--- src/rtl/mlp_dispatch_pkg.sv ---
`default_nettype none
// ============================================================================
// Module   : mlp_dispatch_pkg
// Purpose  : Shared types and constants for the mlp_1 dispatch splitter and
//            the benches that drive it.
// Contents : state_e        - splitter FSM encoding (IDLE, BUSY)
//            idx_width()    - index width helper, never narrower than 1 bit
//            MLP_*          - default geometry of the mlp_1 dispatch path
// Revision : 1.0 - initial release
// ============================================================================
package mlp_dispatch_pkg;

  typedef enum logic [0:0] {
    ST_IDLE = 1'b0,
    ST_BUSY = 1'b1
  } state_e;

  localparam int MLP_DATA_WIDTH  = 64;
  localparam int MLP_CHUNK_WORDS = 8;
  localparam int MLP_NUM_LANES   = 4;

  // A 1-entry space still needs a 1-bit index so the counters stay legal.
  function automatic int idx_width(input int n);
    return (n > 1) ? $clog2(n) : 1;
  endfunction

  localparam int MLP_LANE_IDX_W = idx_width(MLP_NUM_LANES);

endpackage
`default_nettype wire

--- src/rtl/axis_skid_buffer.sv ---
`default_nettype none
// ============================================================================
// Module   : axis_skid_buffer
// Purpose  : 2-entry stream buffer with a registered ready. Sustains one
//            transfer per cycle while the sink keeps up, and absorbs one extra
//            word when the sink stalls so ready never depends combinationally
//            on the sink.
// Ports    : clk, reset            - clock, synchronous active-high reset
//            s_data_i/s_valid_i    - upstream word and valid
//            s_ready_o             - registered "not full"
//            m_data_o/m_valid_o    - head word and valid
//            m_ready_i             - sink takes the head word this edge
//            second_valid_o        - both entries occupied
// Revision : 1.0 - initial release
// ============================================================================
module axis_skid_buffer #(
  parameter int WIDTH = 65
) (
  input  logic             clk,
  input  logic             reset,
  input  logic [WIDTH-1:0] s_data_i,
  input  logic             s_valid_i,
  output logic             s_ready_o,
  output logic [WIDTH-1:0] m_data_o,
  output logic             m_valid_o,
  input  logic             m_ready_i,
  output logic             second_valid_o
);

  logic [WIDTH-1:0] head_q, head_d;
  logic [WIDTH-1:0] tail_q, tail_d;
  logic [1:0]       count_q, count_d;
  logic             ready_q;
  logic             w_push;
  logic             w_pop;

  assign w_push = s_valid_i & ready_q;
  assign w_pop  = m_ready_i & (count_q != 2'd0);

  always_comb begin
    head_d  = head_q;
    tail_d  = tail_q;
    count_d = count_q;
    case ({w_push, w_pop})
      2'b10: begin
        if (count_q == 2'd0) head_d = s_data_i;
        else                 tail_d = s_data_i;
        count_d = count_q + 2'd1;
      end
      2'b01: begin
        head_d  = tail_q;
        count_d = count_q - 2'd1;
      end
      2'b11: begin
        // Occupancy is unchanged; the incoming word lands behind whatever
        // is left after the pop.
        if (count_q == 2'd2) begin
          head_d = tail_q;
          tail_d = s_data_i;
        end else begin
          head_d = s_data_i;
        end
      end
      default: ;
    endcase
  end

  always_ff @(posedge clk) begin
    if (reset) begin
      head_q  <= '0;
      tail_q  <= '0;
      count_q <= 2'd0;
      ready_q <= 1'b0;
    end else begin
      head_q  <= head_d;
      tail_q  <= tail_d;
      count_q <= count_d;
      // Ready is derived from next occupancy so a full buffer never sees
      // another push.
      ready_q <= (count_d != 2'd2);
    end
  end

  assign s_ready_o      = ready_q;
  assign m_data_o       = head_q;
  assign m_valid_o      = (count_q != 2'd0);
  assign second_valid_o = (count_q == 2'd2);

endmodule
`default_nettype wire

--- src/rtl/mlp_dispatch_splitter.sv ---
`default_nettype none
// ============================================================================
// Module   : mlp_dispatch_splitter
// Purpose  : Splits one AXI-Stream of input-vector words into CHUNK_WORDS
//            chunks sent round-robin to the dispatcher input FIFOs. Every
//            vector restarts at lane 0, chunk word 0.
// Ports    : clk, reset                     - clock, sync active-high reset
//            s_axis_tdata/tvalid/tlast/tready - input stream
//            dispatcherN_ififo_wdata/wen    - lane N write port (N = 0..3)
//            dispatcherN_ififo_rdy          - lane N has room for one write
//            vec_count                      - vectors dispatched (wraps)
//            frame_err                      - sticky short-chunk flag
//            busy                           - vector or write in flight
// Revision : 1.0 - initial release
// ============================================================================
module mlp_dispatch_splitter
  import mlp_dispatch_pkg::*;
#(
  parameter int DATA_WIDTH  = MLP_DATA_WIDTH,
  parameter int NUM_LANES   = MLP_NUM_LANES,
  parameter int CHUNK_WORDS = MLP_CHUNK_WORDS,
  parameter int CNT_WIDTH   = 16
) (
  input  logic                  clk,
  input  logic                  reset,
  input  logic [DATA_WIDTH-1:0] s_axis_tdata,
  input  logic                  s_axis_tvalid,
  input  logic                  s_axis_tlast,
  output logic                  s_axis_tready,
  output logic [DATA_WIDTH-1:0] dispatcher0_ififo_wdata,
  output logic                  dispatcher0_ififo_wen,
  input  logic                  dispatcher0_ififo_rdy,
  output logic [DATA_WIDTH-1:0] dispatcher1_ififo_wdata,
  output logic                  dispatcher1_ififo_wen,
  input  logic                  dispatcher1_ififo_rdy,
  output logic [DATA_WIDTH-1:0] dispatcher2_ififo_wdata,
  output logic                  dispatcher2_ififo_wen,
  input  logic                  dispatcher2_ififo_rdy,
  output logic [DATA_WIDTH-1:0] dispatcher3_ififo_wdata,
  output logic                  dispatcher3_ififo_wen,
  input  logic                  dispatcher3_ififo_rdy,
  output logic [CNT_WIDTH-1:0]  vec_count,
  output logic                  frame_err,
  output logic                  busy
);

  localparam int LANE_W  = idx_width(NUM_LANES);
  localparam int CHUNK_W = idx_width(CHUNK_WORDS);
  localparam logic [LANE_W-1:0]  LAST_LANE = LANE_W'(NUM_LANES - 1);
  localparam logic [CHUNK_W-1:0] LAST_WORD = CHUNK_W'(CHUNK_WORDS - 1);

  state_e                state_q, state_d;
  logic [LANE_W-1:0]     lane_ptr_q, lane_ptr_d;
  logic [CHUNK_W-1:0]    chunk_q, chunk_d;
  logic [CNT_WIDTH-1:0]  vec_cnt_q, vec_cnt_d;
  logic                  frame_err_q, frame_err_d;
  logic [3:0]            wen_q;
  logic [DATA_WIDTH-1:0] wdata_q [4];

  logic [DATA_WIDTH-1:0] w_head_data;
  logic                  w_head_last;
  logic                  w_head_valid;
  logic                  w_second_valid;
  logic [3:0]            w_rdy_vec;
  logic                  w_lane_rdy;
  logic                  w_write;
  logic                  w_accept;

  assign w_rdy_vec = {dispatcher3_ififo_rdy, dispatcher2_ififo_rdy,
                      dispatcher1_ififo_rdy, dispatcher0_ififo_rdy};

  // Only the lane under lane_ptr may release the head word: a stalled lane
  // holds up the whole stream, keeping writes strictly in order.
  always_comb begin
    w_lane_rdy = 1'b0;
    for (int l = 0; l < NUM_LANES; l++) begin
      if (lane_ptr_q == LANE_W'(l)) w_lane_rdy = w_rdy_vec[l];
    end
  end

  assign w_write  = w_head_valid & w_lane_rdy;
  assign w_accept = s_axis_tvalid & s_axis_tready;

  axis_skid_buffer #(
    .WIDTH (DATA_WIDTH + 1)
  ) u_skid (
    .clk            (clk),
    .reset          (reset),
    .s_data_i       ({s_axis_tlast, s_axis_tdata}),
    .s_valid_i      (s_axis_tvalid),
    .s_ready_o      (s_axis_tready),
    .m_data_o       ({w_head_last, w_head_data}),
    .m_valid_o      (w_head_valid),
    .m_ready_i      (w_lane_rdy),
    .second_valid_o (w_second_valid)
  );

  // Chunk / lane / vector bookkeeping, advanced once per write.
  always_comb begin
    lane_ptr_d  = lane_ptr_q;
    chunk_d     = chunk_q;
    vec_cnt_d   = vec_cnt_q;
    frame_err_d = frame_err_q;
    if (w_write) begin
      if (w_head_last) begin
        lane_ptr_d = '0;
        chunk_d    = '0;
        vec_cnt_d  = vec_cnt_q + CNT_WIDTH'(1);
        if (chunk_q != LAST_WORD) frame_err_d = 1'b1;
      end else if (chunk_q == LAST_WORD) begin
        chunk_d    = '0;
        lane_ptr_d = (lane_ptr_q == LAST_LANE) ? '0 : lane_ptr_q + LANE_W'(1);
      end else begin
        chunk_d = chunk_q + CHUNK_W'(1);
      end
    end
  end

  // A vector ends only when its tlast word leaves and nothing of the next
  // vector is buffered or arriving in the same cycle.
  always_comb begin
    state_d = state_q;
    case (state_q)
      ST_IDLE: if (w_accept) state_d = ST_BUSY;
      ST_BUSY: begin
        if (w_write && w_head_last && !w_accept && !w_second_valid) begin
          state_d = ST_IDLE;
        end
      end
      default: state_d = ST_IDLE;
    endcase
  end

  always_ff @(posedge clk) begin
    if (reset) begin
      state_q     <= ST_IDLE;
      lane_ptr_q  <= '0;
      chunk_q     <= '0;
      vec_cnt_q   <= '0;
      frame_err_q <= 1'b0;
    end else begin
      state_q     <= state_d;
      lane_ptr_q  <= lane_ptr_d;
      chunk_q     <= chunk_d;
      vec_cnt_q   <= vec_cnt_d;
      frame_err_q <= frame_err_d;
    end
  end

  // wen is a single-cycle strobe; wdata of idle lanes keeps its last value.
  always_ff @(posedge clk) begin
    if (reset) begin
      wen_q <= 4'b0;
      for (int l = 0; l < 4; l++) wdata_q[l] <= '0;
    end else begin
      wen_q <= 4'b0;
      for (int l = 0; l < NUM_LANES; l++) begin
        if (w_write && (lane_ptr_q == LANE_W'(l))) begin
          wen_q[l]   <= 1'b1;
          wdata_q[l] <= w_head_data;
        end
      end
    end
  end

  assign dispatcher0_ififo_wdata = wdata_q[0];
  assign dispatcher1_ififo_wdata = wdata_q[1];
  assign dispatcher2_ififo_wdata = wdata_q[2];
  assign dispatcher3_ififo_wdata = wdata_q[3];
  assign dispatcher0_ififo_wen   = wen_q[0];
  assign dispatcher1_ififo_wen   = wen_q[1];
  assign dispatcher2_ififo_wen   = wen_q[2];
  assign dispatcher3_ififo_wen   = wen_q[3];

  assign vec_count = vec_cnt_q;
  assign frame_err = frame_err_q;
  assign busy      = (state_q == ST_BUSY) | w_head_valid | (|wen_q);

endmodule
`default_nettype wire

--- config.mk ---
export PLATFORM = sky130hd
export DESIGN_NAME = mlp_dispatch_splitter
export DESIGN_NICKNAME = d
export VERILOG_FILES = /design/src/rtl/mlp_dispatch_pkg.sv /design/src/rtl/axis_skid_buffer.sv /design/src/rtl/mlp_dispatch_splitter.sv
export SDC_FILE = /design/constraint.sdc
export NUM_CORES = 1
export LEC_CHECK = 0
export CAP_MARGIN = 15
export CORE_MARGIN = 3
export CORE_UTILIZATION = 48
export CTS_BUF_LIST = sky130_fd_sc_hd__clkbuf_2 sky130_fd_sc_hd__clkbuf_4 sky130_fd_sc_hd__clkbuf_8
export CTS_CLUSTER_DIAMETER = 40
export DETAILED_ROUTE_END_ITERATION = 8
export PLACE_DENSITY = 0.77
export SLEW_MARGIN = 20
export SYNTH_ARGS = -nofsm -noshare
export SYNTH_HDL_FRONTEND = slang
export SYNTH_SLANG_ARGS = --single-unit
--- constraint.sdc ---
create_clock -name clk -period 6.3 [get_ports clk]
set_input_delay 1.26 -clock clk [delete_from_list [all_inputs] [get_ports clk]]
set_output_delay 1.26 -clock clk [all_outputs]
set_load 0.02 [all_outputs]
After elaboration in Yosys (flattened, before gate mapping)
Memory sizes are Yosys's and may differ from the RTL's.
Index checks and enable logic that the tools add are counted.
- reductions and logical operators: 21
- mux-type cells: 37
- add/subtract/negate cells: 5
- equal/unequal tests: 13
- bitwise logic cells: 9
- operator list (cell ; count):
    65-bit 2-to-1 mux ; 4
    64-bit 2-to-1 mux ; 4
    65-bit case mux with 3 select lines ; 1
    65-bit case mux with 2 select lines ; 1
    1-bit 2-to-1 mux ; 20
    16-bit by 1-bit adder with 16-bit output, second input constant ; 1
    2-bit equality test, second input constant ; 5
    1-bit logical AND ; 7
    2-bit 2-to-1 mux ; 3
    3-bit 2-to-1 mux ; 2
    2-bit != test, second input constant ; 3
    1-bit OR ; 6
    2-bit AND reduction ; 3
    3-bit AND reduction ; 2
    2-bit nonzero test ; 3
    2-bit by 1-bit adder with 2-bit output, second input constant ; 2
    2-bit by 1-bit equality test with 1-bit output, second input constant ; 2
    2-bit logical NOT ; 2
    2-bit case mux with 2 select lines ; 1
    4-bit OR reduction ; 1
    3-bit by 1-bit adder with 3-bit output, second input constant ; 1
    3-bit equality test, second input constant ; 1
    3-bit != test, second input constant ; 1
    3-bit nonzero test ; 1
    other kinds (6) ; 8
- memories kept: 1
- logic and storage cells: 96
- RAM bits: 256
- input bits: 72
- output and inout bits: 279
- flip-flop bits (word level): 160
- memories (memory ; words ; width ; read ports ; clocked after Yosys merged registers in ; write ports ; RTL line ; RTL):
    wdata_q ; 4 ; 64 ; 4 ; 0 ; 4 ; mlp_dispatch_splitter.sv:58 ; logic [DATA_WIDTH-1:0] wdata_q [4];

Longest topological paths before layout
- depth after elaboration: 11
- depth in mapped cells: 15
- gate-level depth less buffers: 11

Modules after synthesis
From an unflattened synthesis, not the netlist that was laid out.
- cells, all modules: 1445
- area, all modules: 17325.4 µm²
- by module, submodules not included (module ; cells each ; area each (µm²) ; times used ; seq. area each (µm²)):
    mlp_dispatch_splitter ; 705 ; 10824.1 ; 1 ; 8227.9
    axis_skid_buffer ; 740 ; 6501.2 ; 1 ; 2662.6

Worst setup path after synthesis
No wires, ideal clock.
- kind: input-to-reg
- from: input port dispatcher3_ififo_rdy
- to: memory wdata_q[3][0] (netlist name), enable pin
- arrival time: 5.991 ns
- library setup time: 0.574 ns
- path buffers: 0
- slack: -0.266 ns
- stages on the path: 3
- required time: 5.726 ns
- cells stage by stage: nand2b_1 > nand2_2 > o21ai_0
- RTL lines (element ; RTL line ; RTL):
    from (decl) ; mlp_dispatch_splitter.sv:41 ; input logic dispatcher3_ififo_rdy,
    to (decl) ; mlp_dispatch_splitter.sv:58 ;

Worst setup path after layout
- from: input port dispatcher0_ififo_rdy
- to: register u_skid.tail_q[50]
- cells in the longest elaborated chain, start to end: 8
- elaborated cells on any way between the ends: 12
- classes of those cells: 4 x eq/ne; 5 x mux; 1 x bitwise; 2 x reduce/logical
- RTL lines (element ; RTL line ; RTL):
    from (decl) ; mlp_dispatch_splitter.sv:32 ; input logic dispatcher0_ififo_rdy,
    1-bit 2-to-1 mux (*) (4 in a row) ; mlp_dispatch_splitter.sv:77 ; if (lane_ptr_q == LANE_W'(l)) w_lane_rdy = w_rdy_vec[l];
    1-bit bitwise AND (*) ; axis_skid_buffer.sv:38 ; assign w_pop = m_ready_i & (count_q != 2'd0);
    2-bit equality test ; axis_skid_buffer.sv:44 ; case ({w_push, w_pop})
    2-bit != test (no line) / 2-bit nonzero test (equally long branches) ; - ;
    3-bit AND reduction (no line) ; - ;
    to (signal assigned) ; axis_skid_buffer.sv:76 ; tail_q <= tail_d;
    to (decl) ; axis_skid_buffer.sv:31 ; logic [WIDTH-1:0] tail_q, tail_d;
Mark *: on every way between the ends. The rest lies on a longest branch, timed or not.
A chain may end at the register's enable or synchronous reset.

==> flow_summary.yaml <==
timing:
  finalCritPeriodShare_pct: 64.5
  max_freq_mhz: 246
  finalSetupTns_ns: 0
  setup_viol_count_final: 0
  rsz0062_at_grt: "false"
  tightest_slew_ns: 1.02
  slew_headroom_pct: 32.3
  hold_violations: 0
  fin_skew_ns: 0.0223
  min_period_ns: 4.06
  maxSlewViolCount: 0
worst_setup_path:
  crit_chain: "clkdlybuf4s50_1, and4bb_2, nor3_4, nor2_4, inv_2, ha_1, nor2b_1, o21ai_4, buf_4, nand3_1, a21oi_1"
  cpPeakStageDelay_ns: 0.72
  critPathCaptureType: "flip-flop"
  path_class: "in -> reg"
  cpMaxStageDelayCell: "o21ai_4"
  cp_num_buf_inv: 3
  cp_data_arrival_time_ns: 4.55
  crit_family: "buffers and inverters"
  start_kind: "input pin"
  path_max_fanout: 42
  timing.critical_path.required_ns: 6.79
global_route:
  grt_pass1_wl_um: 69900
  grt_overflow: 0
  grt.total_usage_pct: 24.5
  grt_pass1_vias: 11900
  grt_start_max_net_pins: 181
  antenna_found_initial: 2
pwr:
  leakagePower_nw: 8.36
  p_per_area_mw_per_mm2: 300
  max-vdd-ir-drop_mv: 0.186
cts:
  post_cts_buffers: 0
  cts.repair.resized: 0
  cts_root_buf: "clkbuf_8"
  tritoncts.num_buffers: 70
  clk_latency_ns: 0.59
  htreeDepth: 3
  cts_tree: "yes"
  path_clk_slew_ns: 0.06
  clkSinkCount: 416
  cts.hold.buffers_added: 0
  clockBufferDepth: 3
drt:
  drtIter0Drc: 936
  via_per_inst: 5.66
  drtPass1Iterations: 5
  ant_nets: 0
  drc: 0
  num_vias: 12200
  routed_wl_um: 46200
  wl_per_cell_um: 21.4
die:
  die-area_mm2: 0.0368
  die_width_um: 192
  fp.dieH_um: 192
  core_area_mm2: 0.0338
  initial_core_util_pct: 49.1
  rows: 67
  io-pin-count: 351
layout:
  area_growth_syn_to_layout_pct: 31.7
  layout_commonest_cell: "clkdlybuf4s50_1"
  drive_above_1_share_pct: 9.30
  utilization_pct: 64.6
  layout_common_cells: "349 x clkdlybuf4s50_1, 256 x edfxtp_1, 195 x and2_1"
  final_cell_area_mm2: 0.0218
  layout.nets: 1735
  nFillCells: 2493
synthesis:
  synth-edff-count: 256
  yosysSeqAreaShare_pct: 65.7
  async_flop_share_pct: 0
  mappedNetlistArea_mm2: 0.0166
  ys_seq_elements: 416
  syn-instance-count: 1338
  synth_nets: 1420
  yosysUniqueCellTypes: 49
  yosys_warnings: 0
  yosys_most_used_dff: "edfxtp_1"
  syn_avg_cell_area_um2: 12.4
job:
  cap_violations: 0
placed_design:
  place_congestion: 0.846
  dp_hpwl_um: 27500
  placed_area_mm2: 0.0204
  numPortBuffers: 350
outcome:
  outcome: "finished clean"
min_path:
  hp-class: "reg -> reg"
[logic make-up after synthesis]
kind of cell	synth area share (%)
simple gates	17.1
flops	65.7
compound gates	13.1
buf+inv	3.11
fa+ha+maj	0.754
mux	0.196
xor+xnor	0.0528
[worst reg2reg max path: cells and delay by family, from the launching register on]
family	cells	cell delay (ns)
DFF	1	0.43
AOI/OAI and AO/OA	2	0.89
buffers and inverters	3	0.92
and+or+nand+nor	5	0.93
adders and majority gates	2	0.56
[flip-flops by register name, indices dropped and copies added (netlist names), 2 cells and up]
register and cells:
u_skid.count_q 2, u_skid.tail_q 65, lane_ptr_q 2, chunk_q 3, vec_count 16, wen_q 4
u_skid.m_data_o 65, wdata_q 256
[cells in the mapped netlist, types with 2 or more instances]
library cell,number,share of area (%)
edfxtp_1,256,46
and2_1,196,7.4
dfxtp_1,160,19
and3_1,128,4.8
clkbuf_1,103,2.3
a21oi_1,80,2.4
o21ai_0,73,2.2
nand3_1,70,2.1
a221o_1,65,3.9
a22o_1,65,3.4
buf_2,16,0.48
nand2_1,14,0.32
ha_1,10,0.75
inv_1,8,0.18
nor2_1,8,0.18
or4_1,8,0.36
nand4_1,7,0.26
or3_1,7,0.26
o31ai_1,6,0.27
a21o_1,5,0.23
nor2b_1,5,0.19
buf_1,4,0.091
nor3_1,4,0.12
nor4_1,4,0.15
o21a_1,4,0.18
and4_1,3,0.16
mux2_2,2,0.14
nand2b_1,2,0.075
nand3b_1,2,0.091
nor4b_1,2,0.11
o31a_1,2,0.11
or2_2,2,0.075
[per-layer routing]
layer	wire length (um)	vias up	GRT usage [%]
li1	-	5665	-
met1	19000	5953	32.2
met2	22100	524	39.9
met3	3530	86	5.44
met4	1470	2	9.23
met5	9	-	0
[metrics by stage]
stage	cells	worst slack (ns)	hold WS, ns	power (mW)
2_1_floorplan	1338	1.47	0.436	3.79
3_3_place_gp	2028	1.70	0.441	4.23
3_5_place_dp	2029	1.70	0.457	4.27
4_1_cts	2158	2.30	0.465	6.60
5_1_grt	2159	2.01	0.490	6.82
6_report	2161	2.24	0.465	6.56
[power by group]
part           total, mW  leakage (nW)  internal, mW  switching, mW
clock               2.35         0.742          1.31           1.05
combinational      0.993          3.67         0.363          0.630
sequential          3.21          3.96          3.09          0.125
[area by class of cell]
| class | count | area, um2 | area share (%) |
|---|---|---|---|
| inverter | 9 | 33.8 | 0.155 |
| multi-input combinational | 790 | 5280 | 24.2 |
| clock inverter | 23 | 111 | 0.510 |
| sequential | 416 | 10900 | 49.9 |
| antenna | 3 | 7.51 | 0.0344 |
| timing repair buffer | 366 | 3670 | 16.8 |
| clock buffer | 106 | 1280 | 5.88 |
| tap | 448 | 561 | 2.57 |
[final timing paths]
| kind | slack (ns) | from | cells past startpoint | endpoint |
|---|---|---|---|---|
| worst max-delay path | 2.24 | dispatcher0_ififo_rdy | 11 | u_skid.tail_q[50]$_SDFFE_PP0P_ |
| worst max register to register | 2.50 | lane_ptr_q[0]$_SDFFE_PP0P_ | 12 | u_skid.tail_q[50]$_SDFFE_PP0P_ |
| worst min-delay path | 0.46 | chunk_q[1]$_SDFFE_PP0N_ | 2 | chunk_q[1]$_SDFFE_PP0N_ |
| worst min register to register | 0.46 | chunk_q[1]$_SDFFE_PP0N_ | 2 | chunk_q[1]$_SDFFE_PP0N_ |
No activity file was read; power rests on OpenSTA's default activity.
